[src/rtl/mcpu_ctrl_pkg.sv]
// Shared encodings for the multi-cycle MIPS control unit, datapath muxes and ALU controller.
package mcpu_ctrl_pkg;

   typedef enum logic [3:0] {
      S_IF     = 4'd0,
      S_ID     = 4'd1,
      S_MEMADR = 4'd2,
      S_MEMRD  = 4'd3,
      S_MEMWB  = 4'd4,
      S_MEMWR  = 4'd5,
      S_EXR    = 4'd6,
      S_WBR    = 4'd7,
      S_EXI    = 4'd8,
      S_WBI    = 4'd9,
      S_BRANCH = 4'd10,
      S_JUMP   = 4'd11,
      S_TRAP   = 4'd12
   } state_e;

   localparam logic [5:0] OP_RTYPE = 6'b000000;
   localparam logic [5:0] OP_LW    = 6'b100011;
   localparam logic [5:0] OP_SW    = 6'b101011;
   localparam logic [5:0] OP_ADDI  = 6'b001000;
   localparam logic [5:0] OP_BEQ   = 6'b000100;
   localparam logic [5:0] OP_BNE   = 6'b000101;
   localparam logic [5:0] OP_J     = 6'b000010;

   localparam logic [5:0] FN_ADD = 6'b100000;
   localparam logic [5:0] FN_SUB = 6'b100010;
   localparam logic [5:0] FN_AND = 6'b100100;
   localparam logic [5:0] FN_OR  = 6'b100101;
   localparam logic [5:0] FN_SLT = 6'b101010;

   localparam logic [1:0] SRCB_B      = 2'b00;
   localparam logic [1:0] SRCB_4      = 2'b01;
   localparam logic [1:0] SRCB_IMM    = 2'b10;
   localparam logic [1:0] SRCB_IMM_SH = 2'b11;

   localparam logic [1:0] ALUOP_ADD   = 2'b00;
   localparam logic [1:0] ALUOP_SUB   = 2'b01;
   localparam logic [1:0] ALUOP_FUNCT = 2'b10;

   localparam logic [1:0] PCSRC_ALU    = 2'b00;
   localparam logic [1:0] PCSRC_ALUOUT = 2'b01;
   localparam logic [1:0] PCSRC_JUMP   = 2'b10;

   typedef struct packed {
      logic       pc_ce;
      logic       ir_ce;
      logic       mdr_ce;
      logic       mem_rd;
      logic       mem_wr;
      logic       iord;
      logic       reg_we;
      logic       reg_dst;
      logic       mem_to_reg;
      logic       alu_src_a;
      logic [1:0] alu_src_b;
      logic [1:0] alu_op;
      logic [1:0] pc_src;
      logic       illegal;
   } ctrl_t;

   // States in which the FSM may stall on mem_ready and the timeout counter runs.
   function automatic logic is_wait_state(input state_e st);
      return (st == S_IF) || (st == S_MEMRD) || (st == S_MEMWR);
   endfunction

endpackage

[src/rtl/mcpu_ctrl_decode.sv]
// Combinational control decode: current state, opcode, ALU zero and memory completion -> control word.
module mcpu_ctrl_decode
   import mcpu_ctrl_pkg::*;
(
   input  state_e     i_state,
   input  logic [5:0] i_opcode,
   input  logic       i_zero,
   input  logic       i_mem_done,
   output ctrl_t      o_ctrl
);

   always_comb begin
      o_ctrl = '0;
      case (i_state)
         S_IF: begin
            o_ctrl.mem_rd    = 1'b1;
            o_ctrl.alu_src_b = SRCB_4;
            o_ctrl.ir_ce     = i_mem_done;
            o_ctrl.pc_ce     = i_mem_done;
         end
         S_ID: begin
            o_ctrl.alu_src_b = SRCB_IMM_SH;
         end
         S_MEMADR, S_EXI: begin
            o_ctrl.alu_src_a = 1'b1;
            o_ctrl.alu_src_b = SRCB_IMM;
         end
         S_MEMRD: begin
            o_ctrl.mem_rd = 1'b1;
            o_ctrl.iord   = 1'b1;
            o_ctrl.mdr_ce = i_mem_done;
         end
         S_MEMWB: begin
            o_ctrl.reg_we     = 1'b1;
            o_ctrl.mem_to_reg = 1'b1;
         end
         S_MEMWR: begin
            o_ctrl.mem_wr = 1'b1;
            o_ctrl.iord   = 1'b1;
         end
         S_EXR: begin
            o_ctrl.alu_src_a = 1'b1;
            o_ctrl.alu_op    = ALUOP_FUNCT;
         end
         S_WBR: begin
            o_ctrl.reg_we  = 1'b1;
            o_ctrl.reg_dst = 1'b1;
         end
         S_WBI: begin
            o_ctrl.reg_we = 1'b1;
         end
         S_BRANCH: begin
            // Only beq/bne reach BRANCH, so anything that is not beq is bne.
            o_ctrl.alu_src_a = 1'b1;
            o_ctrl.alu_op    = ALUOP_SUB;
            o_ctrl.pc_src    = PCSRC_ALUOUT;
            o_ctrl.pc_ce     = (i_opcode == OP_BEQ) ? i_zero : ~i_zero;
         end
         S_JUMP: begin
            o_ctrl.pc_src = PCSRC_JUMP;
            o_ctrl.pc_ce  = 1'b1;
         end
         S_TRAP: begin
            o_ctrl.illegal = 1'b1;
         end
         default: ;
      endcase
   end

endmodule

[src/rtl/mcpu_ctrl_fsm.sv]
// Multi-cycle MIPS control FSM: IF/ID/EX/MEM/WB sequencing, stalls on mem_ready, traps on timeout.
// Latency with zero-wait memory: R/addi/sw 4, lw 5, beq/bne/j 3 cycles.
module mcpu_ctrl_fsm
   import mcpu_ctrl_pkg::*;
#(
   parameter int MEM_TIMEOUT = 16,
   parameter int STATE_W     = 4
) (
   input  logic               clk,
   input  logic               rst,
   input  logic [5:0]         opcode,
   input  logic [5:0]         funct,
   input  logic               zero,
   input  logic               mem_ready,
   output logic               pc_ce,
   output logic               ir_ce,
   output logic               mdr_ce,
   output logic               mem_rd,
   output logic               mem_wr,
   output logic               iord,
   output logic               reg_we,
   output logic               reg_dst,
   output logic               mem_to_reg,
   output logic               alu_src_a,
   output logic [1:0]         alu_src_b,
   output logic [1:0]         alu_op,
   output logic [1:0]         pc_src,
   output logic [STATE_W-1:0] state,
   output logic               illegal
);

   localparam int CNT_W = (MEM_TIMEOUT > 1) ? $clog2(MEM_TIMEOUT + 1) : 1;

   state_e           r_state;
   state_e           w_nxt;
   logic [CNT_W-1:0] r_cnt;
   logic             w_wait;
   logic             w_timeout;
   logic             w_mem_done;
   ctrl_t            w_ctrl;
   logic             w_unused_funct;

   // funct is consumed by the ALU controller, not by the sequencer.
   assign w_unused_funct = ^funct;

   assign w_wait     = is_wait_state(r_state);
   assign w_timeout  = (MEM_TIMEOUT != 0) && w_wait && (r_cnt == CNT_W'(MEM_TIMEOUT - 1));
   assign w_mem_done = mem_ready & ~w_timeout;

   always_ff @(posedge clk or negedge rst) begin
      if (!rst) begin
         r_state <= S_IF;
      end else begin
         r_state <= w_nxt;
      end
   end

   // Counts consecutive stalled cycles within one wait state.
   always_ff @(posedge clk or negedge rst) begin
      if (!rst) begin
         r_cnt <= '0;
      end else if ((MEM_TIMEOUT == 0) || !w_wait || mem_ready || (w_nxt != r_state)) begin
         r_cnt <= '0;
      end else begin
         r_cnt <= r_cnt + CNT_W'(1);
      end
   end

   always_comb begin
      w_nxt = r_state;
      case (r_state)
         S_IF:     w_nxt = w_timeout ? S_TRAP : (mem_ready ? S_ID : S_IF);
         S_ID: begin
            case (opcode)
               OP_LW, OP_SW:   w_nxt = S_MEMADR;
               OP_RTYPE:       w_nxt = S_EXR;
               OP_ADDI:        w_nxt = S_EXI;
               OP_BEQ, OP_BNE: w_nxt = S_BRANCH;
               OP_J:           w_nxt = S_JUMP;
               default:        w_nxt = S_TRAP;
            endcase
         end
         S_MEMADR: w_nxt = (opcode == OP_LW) ? S_MEMRD : S_MEMWR;
         S_MEMRD:  w_nxt = w_timeout ? S_TRAP : (mem_ready ? S_MEMWB : S_MEMRD);
         S_MEMWR:  w_nxt = w_timeout ? S_TRAP : (mem_ready ? S_IF : S_MEMWR);
         S_EXR:    w_nxt = S_WBR;
         S_EXI:    w_nxt = S_WBI;
         S_MEMWB, S_WBR, S_WBI, S_BRANCH, S_JUMP: w_nxt = S_IF;
         S_TRAP:   w_nxt = S_TRAP;
         default:  w_nxt = S_TRAP;
      endcase
   end

   mcpu_ctrl_decode u_decode (
      .i_state    (r_state),
      .i_opcode   (opcode),
      .i_zero     (zero),
      .i_mem_done (w_mem_done),
      .o_ctrl     (w_ctrl)
   );

   // Reset gates every output combinationally so an in-flight access drops at once.
   always_comb begin
      pc_ce      = 1'b0;
      ir_ce      = 1'b0;
      mdr_ce     = 1'b0;
      mem_rd     = 1'b0;
      mem_wr     = 1'b0;
      iord       = 1'b0;
      reg_we     = 1'b0;
      reg_dst    = 1'b0;
      mem_to_reg = 1'b0;
      alu_src_a  = 1'b0;
      alu_src_b  = 2'b00;
      alu_op     = 2'b00;
      pc_src     = 2'b00;
      state      = '0;
      illegal    = 1'b0;
      if (rst) begin
         pc_ce      = w_ctrl.pc_ce;
         ir_ce      = w_ctrl.ir_ce;
         mdr_ce     = w_ctrl.mdr_ce;
         mem_rd     = w_ctrl.mem_rd;
         mem_wr     = w_ctrl.mem_wr;
         iord       = w_ctrl.iord;
         reg_we     = w_ctrl.reg_we;
         reg_dst    = w_ctrl.reg_dst;
         mem_to_reg = w_ctrl.mem_to_reg;
         alu_src_a  = w_ctrl.alu_src_a;
         alu_src_b  = w_ctrl.alu_src_b;
         alu_op     = w_ctrl.alu_op;
         pc_src     = w_ctrl.pc_src;
         state      = STATE_W'(r_state);
         illegal    = w_ctrl.illegal;
      end
   end

endmodule

[config.mk]
export PLATFORM = sky130hd
export DESIGN_NAME = mcpu_ctrl_fsm
export DESIGN_NICKNAME = d
export VERILOG_FILES = /design/src/rtl/mcpu_ctrl_pkg.sv /design/src/rtl/mcpu_ctrl_decode.sv /design/src/rtl/mcpu_ctrl_fsm.sv
export SDC_FILE = /design/constraint.sdc
export NUM_CORES = 1
export LEC_CHECK = 0
export ABC_AREA = 1
export CORE_ASPECT_RATIO = 0.8
export CORE_MARGIN = 1
export CORE_UTILIZATION = 39
export DETAILED_ROUTE_END_ITERATION = 12
export PLACE_DENSITY = 0.74
export REMOVE_ABC_BUFFERS = 1
export SLEW_MARGIN = 20
export SYNTH_ARGS = -nofsm -noshare
export SYNTH_HDL_FRONTEND = slang
export SYNTH_SLANG_ARGS = --single-unit
[constraint.sdc]
create_clock -name clk -period 1.5 [get_ports clk]
set_input_delay 0.15 -clock clk [delete_from_list [all_inputs] [get_ports clk]]
set_output_delay 0.15 -clock clk [all_outputs]
set_load 0.02 [all_outputs]
# == Yosys cells after proc, flatten, opt, wreduce, memory -nomap -nowiden ==
# Index checks and enable logic that the tools add are counted.
# totals
in_bits,16
latchBits,0
word_cells,82
ram_bits,0
romBits,0
n_memories,0
reg_bits,9
output_inout_bits,21
# classes
bitwise,3
shifts,0
mux,40
n_lt_le_gt_ge,0
n_reduce_logical,16
div,0
multipliers,0
n_addsub,1
n_eq_ne,20
# ops
op,n
4-bit case mux with 8 select lines,1
1-bit 2-to-1 mux,23
4-bit equality test (second input constant),5
4-bit case mux with 5 select lines,1
4-bit by 3-bit equality test with 1-bit output (second input constant),4
4-bit 2-to-1 mux,4
6-bit by 3-bit equality test with 1-bit output (second input constant),2
6-bit equality test (second input constant),2
2-bit OR reduction,5
3-bit 2-to-1 mux,3
4-bit by 2-bit equality test with 1-bit output (second input constant),2
2-bit case mux with 2 select lines,2
6-bit by 2-bit equality test with 1-bit output (second input constant),1
6-bit by 4-bit equality test with 1-bit output (second input constant),1
6-bit logical NOT,1
2-bit 2-to-1 mux,3
2-bit case mux with 3 select lines,1
5-bit by 1-bit adder with 5-bit output (second input constant),1
5-bit by 4-bit equality test with 1-bit output (second input constant),1
5-bit 2-to-1 mux,1
5-bit OR reduction,1
4-bit by 1-bit equality test with 1-bit output (second input constant),1
4-bit logical NOT,1
1-bit logical OR,4
other kinds (8),9

# == Depth between registers and ports, before layout ==
# Gate-level depths: netlist of run 1.
# logic_depth
word_depth,9
ltp_mapped,9
ltp_nobuf,9

# == Cells and area by module ==
# A second synthesis of run 1 with hierarchy kept.
# hier_totals
hier_cells,199
hier_area_um2,1066.0
# modules_own_cells
mod,area_each_um2,seq_area_each_um2,cells_each,instances
mcpu_ctrl_fsm,815.8,225.2,143,1
mcpu_ctrl_decode,250.2,0.0,56,1

# == Least setup slack after synthesis of run 1 ==
# OpenSTA, ideal clock, no wires.
# synth_path
kind,reg-to-output
from,reg r_cnt[0]
to,out ir_ce
required_ps,1350
arrival_time_ps,1463
path_stages_with_launch,7
path_buffers,0
slack_ps,-113
cell_sequence,dfrtp_1 -> ha_1 -> and3_1 -> ha_1 -> inv_1 -> nand3_1 -> nor2_1
# synth_via
elab_chain_cells,6
# synth_rtl
item,line_no,text
"start, declared",mcpu_ctrl_fsm.sv:36,logic [CNT_W-1:0] r_cnt;
"start signal, assigned",mcpu_ctrl_fsm.sv:65,r_cnt <= r_cnt + CNT_W'(1);
5-bit by 4-bit equality test with 1-bit output,mcpu_ctrl_fsm.sv:47,assign w_timeout = (MEM_TIMEOUT != 0) && w_wait && (r_cnt == CNT_W'(MEM_TIMEOUT - 1));
1-bit logical AND,mcpu_ctrl_fsm.sv:47,
1-bit NOT,mcpu_ctrl_fsm.sv:48,assign w_mem_done = mem_ready & ~w_timeout;
1-bit AND,mcpu_ctrl_fsm.sv:48,
1-bit 2-to-1 mux,mcpu_ctrl_decode.sv:14,case (i_state)
1-bit 2-to-1 mux,mcpu_ctrl_fsm.sv:119,if (rst) begin
"end, declared",mcpu_ctrl_fsm.sv:16,"output logic ir_ce,"
# No other way between the ends.

# == Worst setup path after layout of run 1 ==
# layout_path
from,in opcode[4]
to,out pc_ce
# layout_via
elab_chain_cells,4
# layout_rtl
item,line_no,text
"start, declared",mcpu_ctrl_fsm.sv:11,"input logic [5:0] opcode,"
6-bit by 3-bit equality test with 1-bit output,mcpu_ctrl_decode.sv:57,o_ctrl.pc_ce = (i_opcode == OP_BEQ) ? i_zero : ~i_zero;
1-bit 2-to-1 mux,mcpu_ctrl_decode.sv:57,
1-bit case mux with 3 select lines,mcpu_ctrl_decode.sv:14,
1-bit 2-to-1 mux,mcpu_ctrl_fsm.sv:119,
"end, declared",mcpu_ctrl_fsm.sv:15,"output logic pc_ce,"
# No other way between the ends.

==> flow_summary.toml, run 1 <==
[run_status]
status = "complete, but fails checks"
violations = "negative setup slack"

[route]
num_vias = 1632
ant_nets = 0
viasPerCell = 6.11
remaining_drc_errors = 0
wl_per_cell_microns = 23.2
drt_iter0_drc = 186
wirelength_mm = 6.20
dr.pass1.iters = 5

[global_routing]
grt_pass1_vias = 1364
overflow = 0
grt_max_degree = 17
grt_pass1_wl_mm = 6.35
antenna_found_initial = 0
track_usage_pct = 33.6

[timing]
slew_headroom_pct = 70.4
tightest_slew_ns = 0.442
fmax_mhz = 520
setup_slack_ns = -0.423
final_max_slew_viol_count = 0
rsz0062_at_grt = "yes"
setup_viol = 26
finalHoldViolations = 0
hold_ws_ns = 0.214
final.setup.tns_ns = -5.17
min_period_ns = 1.92
fin_crit_sh_pct = 128
worst_clock_skew_ns = 0.00506

[yosys]
yosys-top-cells-area = "dfrtp_1 (24%), inv_1 (12%), nand2_1 (9.3%)"
synth_top_area_share_pct = 24.4
netlist_area_sq_um = 925
ys_ff_latch = 9
yosysWarnings = 0
yosysSeqAreaShare_pct = 24.4
syn_area_per_cell_sq_um = 6.25
post-synth-top-area-cell = "dfrtp_1"
syn-instance-count = 148
yosysUniqueCellTypes = 26

[setup_path]
crit_path_end_kind = "output port"
path_cells = "clkdlybuf4s50_1 > nor2_1 > nand3_1 > nand2_1 > nand3_1 > nand3_2 > nand2_1 > inv_1 > buf_6"
start_kind = "primary input"
crit_fanout = 3
path_class = "primary input to output port"
arrival_ns = 1.77
cp_slowest_cell = "clkdlybuf4s50_1"
required_ns = 1.35
critPathMaxStageDelay_ns = 0.49

[floorplan]
fp.dieH_microns = 45.6
start_util_pct = 42.1
dieArea_sq_mm = 0.00257
fp.coreArea_sq_mm = 0.00220
rows = 15
die_w_microns = 56.4
boundaryPins = 37

[clock_tree]
numCtsBuffers = 3
cts.htree.levels = 1
path_clk_slew_ns = 0.08
root_buffer = "clkbuf_4"
cts_tree = "done"
cts_sinks = 9
clock_path_buffers = 2
clkLatencyLatePin_ns = 0.29

[placement]
hpwlAfterDp_mm = 2.23
port_buffers = 30
place.gp.congestion = 0.853

[cells_and_area]
synthToLayoutAreaGrowth_pct = 127
layout_commonest_cell = "buf_4"
final_nets = 261
diodes = 0
final_cell_mix = "buf_4 (47), buf_6 (31), inv_1 (22), nor2_4 (14), nand2_1 (14)"
drive_above_1_share_pct = 62.0

[power]
pwr_density_cell_mw_per_mm2 = 289
vdd_ir_drop_max_mv = 0.470
total_leakage_power_uw = 0.00110

[worst_hold_path]
hold_path.class = "primary input to async pin"

[run]
maxCapViolCount = 0
## per-layer routing
layer | up-vias | routed length (microns) | part of all wire (%) | track usage [%]
li1 | 654 | - | - | -
met1 | 734 | 2160 | 35 | 37.2
met2 | 176 | 2750 | 44 | 61.2
met3 | 68 | 723 | 12 | 8.81
met4 | 0 | 570 | 9.2 | 17.1
met5 | - | 0 | 0 | 0
## Yosys cell counts (all sizes together)
master / n
xnor2: 1
o21ai: 2
buf: 1
a21oi: 4
nand2: 29
nand4: 6
o31ai: 1
and3: 1
o211ai: 2
ha: 2
o21a: 1
dfrtp: 9
clkbuf: 2
nor2: 31
nand3: 19
xor2: 1
nor3: 3
inv: 33
## worst paths after layout
| kind | from | endpoint | slack, ns | cells after the start |
|---|---|---|---|---|
| max | opcode[4] | pc_ce | -0.42 | 9 |
| min | rst | r_cnt[2] | 0.21 | 2 |
| max reg2reg | r_cnt[0] | r_state[2] | -0.42 | 9 |
| min reg2reg | r_cnt[0] | r_cnt[0] | 0.67 | 3 |
| max in group asynchronous | rst | r_state[3] | 1.11 | 2 |
| min in group clk | mem_ready | r_state[0] | 0.65 | 3 |
## logic make-up after synthesis
group | after synthesis | synth area share (%)
adder cells (fa/ha/maj) | 2 | 2.71
AO/OA/AOI/OAI | 10 | 6.90
AND/OR/NAND/NOR | 89 | 49.1
buffers and inverters | 36 | 15.0
flip-flops | 9 | 24.4
XOR/XNOR | 2 | 1.89
## metrics by stage
stage	util (%)	std cells	area (sq um)	worst slack [ns]	power, uW
finish	95.7	267	2100	-0.423	607
global route	95.7	267	2100	-0.414	621
CTS	82.1	255	1800	-0.283	552
detailed placement	71.5	242	1570	-0.630	356
global placement	71.5	242	1570	-0.577	354
floorplan	-	145	910	-0.113	278
## registers in the layout (all words and copies together) (netlist names)
register	count
r_state	4
r_cnt	5
## final cells by class
type                    instances  area [sq um]
inverters                      33           134
multi-input cells             103           818
fillers                        55          93.8
repair buffers                 93           863
well taps                      25          31.3
clock buffers                   4          26.3
flip-flops and latches          9           229
## power by group
group | switching, uW | internal [uW] | leakage (uW)
combinational | 83.7 | 60.9 | 0.000974
clock | 117 | 104 | 0.0000150
sequential | 0 | 242 | 0.000113
total | 200 | 407 | 0.00110
## critical path: cells and delay by family
| kind | cells | cell delay, ns |
|---|---|---|
| buffers and inverters | 3 | 0.67 |
| AND/OR/NAND/NOR | 6 | 0.95 |
## timing repair
action,in CTS,in global routing
hold buffers,0,0
pin swaps,22,29
endpoints found under the setup margin,30,27
setup buffers,10,13
resized for setup,141,58
(Power assumes the default switching activity.)
==> inputs of run 2 (changes only) <==
--- a/config.mk
+++ b/config.mk
@@ -8,11 +8,13 @@
 export ABC_AREA = 1
 export CORE_ASPECT_RATIO = 0.8
 export CORE_MARGIN = 1
-export CORE_UTILIZATION = 39
+export CORE_UTILIZATION = 41
 export DETAILED_ROUTE_END_ITERATION = 12
-export PLACE_DENSITY = 0.74
+export MAX_ROUTING_LAYER = met4
+export PLACE_DENSITY = 0.75
 export REMOVE_ABC_BUFFERS = 1
 export SLEW_MARGIN = 20
 export SYNTH_ARGS = -nofsm -noshare
 export SYNTH_HDL_FRONTEND = slang
+export SYNTH_HIERARCHICAL = 1
 export SYNTH_SLANG_ARGS = --single-unit
==> run 2 against run 1 <==
The run still ends with negative setup slack left. Register-to-register slack improved by 0.33 ns. Non-clock buffer count decreased by 14. Synthesized cell count increased by 34%. Sequential power about the same. Synthesized area increased by 15%.
==> flow_summary.toml, run 2 <==
[cells_and_area]
final_nets = 299
stdcell_count = 316
synthToLayoutAreaGrowth_pct = 93.7
final_cell_mix = "nand2_1 (42), inv_1 (41), buf_4 (36), buf_6 (28), nor2_1 (23)"
drive_above_1_share_pct = 46.1
layout_commonest_cell = "nand2_1"
fillers = 150
top_regs = "r_cnt x5, r_state x4"
diodes = 0
largest_reg_flops = 5
top_register = "r_cnt"

[power]
pwr_density_cell_mw_per_mm2 = 267
switching_share_pct = 27.1
power_frac_clock_pct = 34.7
vdd_ir_drop_max_mv = 0.711
internal_power_uw = 401
power_frac_seq_pct = 44.1
switchingPower_uw = 149
p_comb_share_pct = 21.2
total_leakage_power_uw = 0.00121

[yosys]
ys.flop_type = "dfrtp_1"
yosysWarnings = 6
synth_edf_count = 0
post-synth-top-area-cell = "dfrtp_1"
synth_most_common_cell = "inv_1"
yosysSeqAreaShare_pct = 21.1
yosysUniqueCellTypes = 23
syn_area_per_cell_sq_um = 5.36
yosys-top-cells-area = "dfrtp_1 (21%), inv_1 (18%), nand2_1 (18%)"
synthTopCellsByCount = "inv_1 (52), nand2_1 (51), nor2_1 (29), nand3_1 (14), dfrtp_1 (9)"
async_flop_share_pct = 100
netlist_area_sq_mm = 0.00107
ys_ff_latch = 9
syn-instance-count = 199
synth_top_area_share_pct = 21.1

[route]
wl_met2_mm = 2.10
wl_met3_microns = 195
dr.pass1.iters = 4
wl_per_cell_microns = 12.5
wl_met1_mm = 1.61
ant_nets = 0
wirelength_mm = 3.96
num_vias = 1508
remaining_drc_errors = 0
viasPerCell = 4.77
highest_layer = "met4"
drt_iter0_drc = 96

[floorplan]
start_util_pct = 43.3
dieArea_sq_mm = 0.00281
die_w_microns = 59.0
boundaryPins = 37
rows = 16
fp.coreArea_sq_mm = 0.00246
fp.dieH_microns = 47.6

[placement]
hpwlAfterDp_mm = 2.19
place_inst = 297
place.gp.congestion = 0.865
port_buffers = 30

[clock_tree]
ctsHoldBuffers = 0
cts.htree.levels = 1
cts_sinks = 9
cts_tree = "done"
path_clk_slew_ns = 0.07
clkLatencyLatePin_ns = 0.26
root_buffer = "clkbuf_4"
clock_path_buffers = 2
numCtsBuffers = 3

[timing]
setup_slack_ns = -0.434
hold_ws_ns = 0.394
finalHoldViolations = 0
slew_headroom_pct = 77.3
rsz0062_at_grt = "yes"
final_max_slew_viol_count = 0
fin_crit_sh_pct = 129
min_period_ns = 1.93
worst_clock_skew_ns = 0.00117
setup_viol = 24
tightest_slew_ns = 0.338
fmax_mhz = 517

[global_routing]
track_usage_pct = 26.5
grt_pass1_wl_mm = 5.28
antenna_found_initial = 0
overflow = 0
grt_pass1_vias = 1214
grt_max_degree = 23

[run]
maxCapViolCount = 0

[worst_hold_path]
hold_path.class = "primary input to async pin"

[setup_path]
path_class = "flip-flop to output port"
start_kind = "flip-flop"
required_ns = 1.35
crit_path_end_kind = "output port"
arrival_ns = 1.78
crit_fanout = 3

[run_status]
violations = "negative setup slack"
status = "complete, but fails checks"
run 2: cell count changes in the layout (fill, tap and decap cells not counted), sizes merged, moves of 2 or more:
cell           previous run  this run
inv                      33        58
nand2                    29        54
buf                      80        66
nor2                     31        37
nand3                    19        15
o21ai                     2         6
clkdlybuf4s15             0         2
dlygate4sd2               3         1
nand4                     6         4
run 2: final timing paths:
| check | startpoint | end | slack [ns] | depth (start not counted) |
|---|---|---|---|---|
| worst max-delay path | r_cnt[1] | mdr_ce | -0.43 | 9 |
| worst min-delay path | rst | r_cnt[0] | 0.39 | 3 |
| worst max register to register | r_state[3] | r_cnt[3] | -0.09 | 10 |
| max in group asynchronous | rst | r_state[1] | 0.97 | 3 |
| min in group clk | r_cnt[0] | r_cnt[0] | 0.58 | 2 |
| worst min register to register | r_cnt[0] | r_cnt[0] | 0.58 | 2 |
run 2: layer usage:
layer	global-route usage, %	vias to the layer above
met1	29.9	685
met5	-	-
met3	5.95	7
met4	4.76	0
li1	-	752
met2	49.5	64
run 2: cells by family after synthesis:
group	count (synthesis)	share of synthesized area [%]
AOI/OAI and AO/OA	12	6.10
xor gates and xnor gates	2	1.64
adders and majority gates	2	2.35
buffers and inverters	60	21.1
DFF	9	21.1
and+or+nand+nor	114	47.7
run 2: layout make-up:
class	instances	area (sq um)	area share [%]
inverter	58	225	10.9
sequential	9	225	10.9
multi-input combinational	130	797	38.6
clock buffer	3	22.5	1.09
timing repair buffer	79	744	36.1
clock inverter	1	5.00	0.242
tap	36	45.0	2.18
run 2: through the flow:
| step | total power, uW | utilization [%] | cell area, sq um | TNS [ns] | setup WS (ns) |
|---|---|---|---|---|---|
| global route | 582 | 83.8 | 2060 | -6.48 | -0.537 |
| finish | 551 | 83.8 | 2060 | -4.38 | -0.434 |
| floorplan | 277 | - | 1060 | -0.551 | -0.235 |
| global placement | 355 | 67.9 | 1670 | -7.16 | -0.721 |
| detailed placement | 357 | 67.9 | 1670 | -7.70 | -0.750 |
| CTS | 543 | 78.2 | 1920 | -3.11 | -0.359 |
run 2: critical path, cell delays in order (launching register included):
cell	delay (ns)
dfrtp_1	0.41
ha_2	0.19
and3_4	0.15
ha_4	0.16
a21oi_4	0.17
inv_1	0.08
nor2_1	0.12
nand2_1	0.07
inv_1	0.06
buf_6	0.11
run 2: power by group through the flow:
stage	clock network (uW)	registers, uW	logic [uW]
global route	212	242	128
detailed placement	0	247	110
finish	191	243	117
floorplan	0	247	29.3
global placement	0	247	108
CTS	188	243	112
run 2: repair_timing:
item | 4_1_cts | 5_1_grt
setup buffers | 8 | 9
endpoints found under the setup margin | 27 | 27
pin swaps | 20 | 22
cloned | 0 | 0
gates resized for setup | 148 | 38
==> inputs of run 3 (changes only) <==
--- a/config.mk
+++ b/config.mk
@@ -13,7 +13,6 @@
 export MAX_ROUTING_LAYER = met4
 export PLACE_DENSITY = 0.75
 export REMOVE_ABC_BUFFERS = 1
-export SLEW_MARGIN = 20
 export SYNTH_ARGS = -nofsm -noshare
 export SYNTH_HDL_FRONTEND = slang
 export SYNTH_HIERARCHICAL = 1
==> results of run 3 <==
The final DEF is identical to that of run 2; final timing and power are the same.
